File: src/rtl/arbiter_rr_4.sv
// Four-way round-robin arbiter with a bounded grant hold time and a one-cycle timeout pulse.
// Latency: a request seen in IDLE at edge N is granted from edge N (one cycle req->gnt); release takes one edge.
// Backpressure: none; a grant is held until done, its request drops, or MAX_HOLD expires, and IDLE lasts at least one cycle.
module arbiter_rr_4 #(
    parameter int unsigned MAX_HOLD = 8
) (
    input  logic       clk,
    input  logic       rst,
    input  logic [3:0] req,
    input  logic       done,
    output logic [3:0] gnt,
    output logic       busy,
    output logic [1:0] last,
    output logic       timeout
);

    localparam logic [0:0] ST_IDLE  = 1'b0;
    localparam logic [0:0] ST_GRANT = 1'b1;
    localparam logic [7:0] HOLD_LAST = 8'(MAX_HOLD - 1);

    logic [0:0] state;
    logic [7:0] hold_cnt;

    logic [1:0] scan_start;
    logic [7:0] req_dbl;
    logic [3:0] req_rot;
    logic [1:0] pick_off;
    logic [1:0] pick_idx;
    logic       expire;
    logic       dropped;
    logic       release_now;

    // Rotate req so the bit after 'last' sits at position 0; lowest set bit wins.
    always_comb begin
        scan_start  = last + 2'd1;
        req_dbl     = {req, req};
        req_rot     = 4'(req_dbl >> scan_start);
        pick_off    = 2'd0;
        for (int j = 3; j >= 0; j--) begin
            if (req_rot[j]) begin
                pick_off = 2'(j);
            end
        end
        pick_idx    = scan_start + pick_off;
        expire      = (hold_cnt == HOLD_LAST);
        dropped     = ~req[last];
        release_now = done | dropped | expire;
    end

    assign busy = (state == ST_GRANT);

    always_ff @(posedge clk) begin
        if (rst) begin
            state    <= ST_IDLE;
            gnt      <= 4'b0000;
            last     <= 2'd3;
            timeout  <= 1'b0;
            hold_cnt <= 8'd0;
        end else begin
            case (state)
                ST_IDLE: begin
                    timeout <= 1'b0;
                    if (req != 4'b0000) begin
                        state    <= ST_GRANT;
                        gnt      <= 4'b0001 << pick_idx;
                        last     <= pick_idx;
                        hold_cnt <= 8'd0;
                    end
                end
                ST_GRANT: begin
                    if (release_now) begin
                        state   <= ST_IDLE;
                        gnt     <= 4'b0000;
                        // Only a pure expiry is reported; done or a dropped request take precedence.
                        timeout <= expire & ~done & ~dropped;
                    end else begin
                        timeout  <= 1'b0;
                        hold_cnt <= (hold_cnt == 8'hFF) ? hold_cnt : hold_cnt + 8'd1;
                    end
                end
                default: begin
                    state   <= ST_IDLE;
                    gnt     <= 4'b0000;
                    timeout <= 1'b0;
                end
            endcase
        end
    end

endmodule

File: config.mk
export PLATFORM = sky130hd
export DESIGN_NAME = arbiter_rr_4
export DESIGN_NICKNAME = d
export VERILOG_FILES = /design/src/rtl/arbiter_rr_4.sv
export SDC_FILE = /design/constraint.sdc
export NUM_CORES = 1
export LEC_CHECK = 0
export BUFFER_PORTS_ARGS = -buffer_cell sky130_fd_sc_hd__buf_2
export CORE_MARGIN = 2
export CORE_UTILIZATION = 50
export CTS_CLUSTER_DIAMETER = 150
export CTS_CLUSTER_SIZE = 14
export DETAILED_ROUTE_END_ITERATION = 12
export PLACE_DENSITY = 0.74
export SLEW_MARGIN = 20
export SYNTH_ARGS = -nofsm -noshare
export SYNTH_HDL_FRONTEND = slang
export SYNTH_SLANG_ARGS = --single-unit
File: constraint.sdc
create_clock -name clk -period 2.3 [get_ports clk]
set_input_delay 0.46 -clock clk [delete_from_list [all_inputs] [get_ports clk]]
set_output_delay 0.46 -clock clk [all_outputs]
set_load 0.1 [all_outputs]
==> results.tsv <==
metric	value	unit
cap_violations	0	
synth_area	1035	um^2
layout_common_cells	nand3_1, buf_2, dfxtp_1	
crit_fanout	12	
hp-class	reg2reg	
fin_ws	0.1458	ns
grt_pass1_vias	986	
grt_max_degree	14	
clk_pin_slew	0.09	ns
fp.dieH	49.49	um
start_kind	flip-flop	
cts_root_buf	clkbuf_4	
start_util	52.74	%
synth_seq_cells	16	
cts_buffer_depth	2	
synth_warnings	0	
place_hpwl	1804	um
total_leakage_power	0.0004605	uW
die-area	2449	um^2
reg2reg_from	last[0]	
p_clk_share	14.8	%
status	finished, final reports clean	
synth_top_area_share	30.96	%
cts_tree	done	
post_cts_buffers	0	
min_from	hold_cnt[0]	
grt_pass1_wl	4264	um
antenna_found_initial	0	
finalCriticalPeriod	2.154	ns
holdBufCountCts	0	
clock-sinks	16	
synth_nets	139	
dr.pass1.iters	4	
avgSynthCellArea	7.960	um^2
n_antenna_cell	0	
hold_violations	0	
synth_area_leaders	dfxtp_1, nand3_1, a21oi_1	
clk_latency	0.28	ns
wl	2504	um
internal_power	611.0	uW
grt.overflow.total	0	
port_buffers	14	
cts-buffers-inserted	3	
p_comb_share	54.6	%
drv_slew	0	
seq_area_frac_synth	30.96	%
track_usage	21.87	%
powerDensity	1005	nW/um^2
cts_resized	0	
swShare	50.36	%
endpoint_kind	flip-flop	
wire_per_inst	14.15	um
die_w	49.49	um
ios	15	
pre_cts_slack	-0.05052	ns
reg2reg_to	gnt[1]	
hold-path-cell-count	2	
sequentialPowerShare	30.5	%
drive_gt1_share	26.67	%
synth_edf_count	0	
core_area	1962	um^2
finalWeightedCongestion	0.7814	
ir_drop	1.035	mV
max_freq	464.2	MHz
detail-route-antenna-nets	0	
hold_end	hold_cnt[0]	
switching_power	619.8	uW
r2r_slack	0.15	ns
setup_viol	0	
fin_skew	0.004641	ns
layout_commonest_cell	nand3_1	
ys_types	38	
syn_inst	130	
syn_to_final_growth	18.38	%
num-nets-final	160	
vias	1108	
maxSlewHeadroom	67.73	%
drcViolationCount	0	
timing.final.crit_share	93.66	%
worst_pin_slew	0.4874	ns
vias_per_cell	6.260	
synth-async-reset-ratio	0	%
worst-setup-path-type	reg2reg	
drt_iter0_drc	34	
synthFlopType	dfxtp_1	
r2r_cells	9	
tns	0	ns
num_rows	16	
cp.arrival	2.38	ns
cts_max_level	1	
yosys.area.top_type	dfxtp_1	
critPathRequiredTime	2.52	ns
-- layout make-up --
type                       count  area, um^2
clock buffer                   4       36.28
multi-input combinational    101       661.9
inverter                       5       18.77
timing repair buffer          24       145.1
tap                           27       33.78
fill                         190       737.0
sequential                    16       329.1
-- state kept, by name, summed over array words and instances, names as in the netlist --
| signal | cells |
|---|---|
| hold_cnt | 8 |
| busy | 1 |
| gnt | 4 |
| timeout | 1 |
| last | 2 |
-- worst max-delay path, cell delays in order, from the launching register on --
cell,delay [ns]
dfxtp_4,0.40
or4_1,0.54
nand3_1,0.11
ha_1,0.16
xnor2_1,0.14
xnor2_1,0.17
buf_4,0.19
and4_1,0.21
o21ai_0,0.09
nand3_1,0.10
-- through the flow --
step | instances | total power (uW) | cell area [um^2] | util [%] | hold slack (ns)
final | 177 | 1231 | 1225 | 62.44 | 0.4916
after global routing | 177 | 1301 | 1225 | 62.44 | 0.5071
after CTS | 177 | 1190 | 1197 | 61.03 | 0.4486
after detailed placement | 173 | 1004 | 1161 | 59.18 | 0.4764
after global placement | 173 | 992.3 | 1161 | 59.18 | 0.4705
after floorplan | 130 | 894.8 | 1044 | - | 0.4604
-- power by group through the flow --
stage	logic [uW]	clock network, uW	registers (uW)
6_report	672	182	376
3_5_place_dp	623	0	381
3_3_place_gp	614	0	378
5_1_grt	710	204	387
4_1_cts	625	190	375
2_1_floorplan	271	0	624
-- how the worst max path moves through the flow --
stage                 start  endpoint  slack [ns]  cells after the start
floorplan           last[0]    gnt[0]       -0.01                     12
global placement     req[3]    gnt[3]        0.01                     10
detailed placement   req[3]    gnt[3]       -0.05                     10
CTS                 last[0]    gnt[3]        0.09                      9
global route        last[0]    gnt[0]       -0.03                     11
finish              last[0]    gnt[1]        0.15                      9
-- per-layer routing --
layer,GRT usage (%),wire length (um),vias up
met2,39.19,1258,52
met5,0,0,-
met3,3.030,158,4
met4,5.556,34,0
met1,27.51,1053,519
li1,-,-,533
-- synthesized netlist by cell type (2+ instances only) --
cell	instances
a21o_1	2
a21oi_1	10
buf_4	2
buf_6	3
clkbuf_1	2
dfxtp_1	16
ha_1	2
inv_1	5
nand2_1	7
nand3_1	19
nand4_1	2
nor2_1	9
nor3_1	2
nor4b_1	2
o2111ai_1	2
o211ai_1	5
o21ai_0	10
o31ai_1	3
or3_1	2
or4_1	6
xnor2_1	2
-- logic make-up (layout without fill, tap and decap cells) --
kind of cell    count (synthesis)  after routing  share of synthesized area [%]
xor+xnor                        2              2                          1.693
buf+inv                        13             33                          7.738
fa+ha+maj                       2              2                          2.418
mux                             2              2                          2.056
compound gates                 37             37                          23.22
flops                          16             16                          30.96
simple gates                   58             58                          31.92
(Power assumes the default switching activity.)
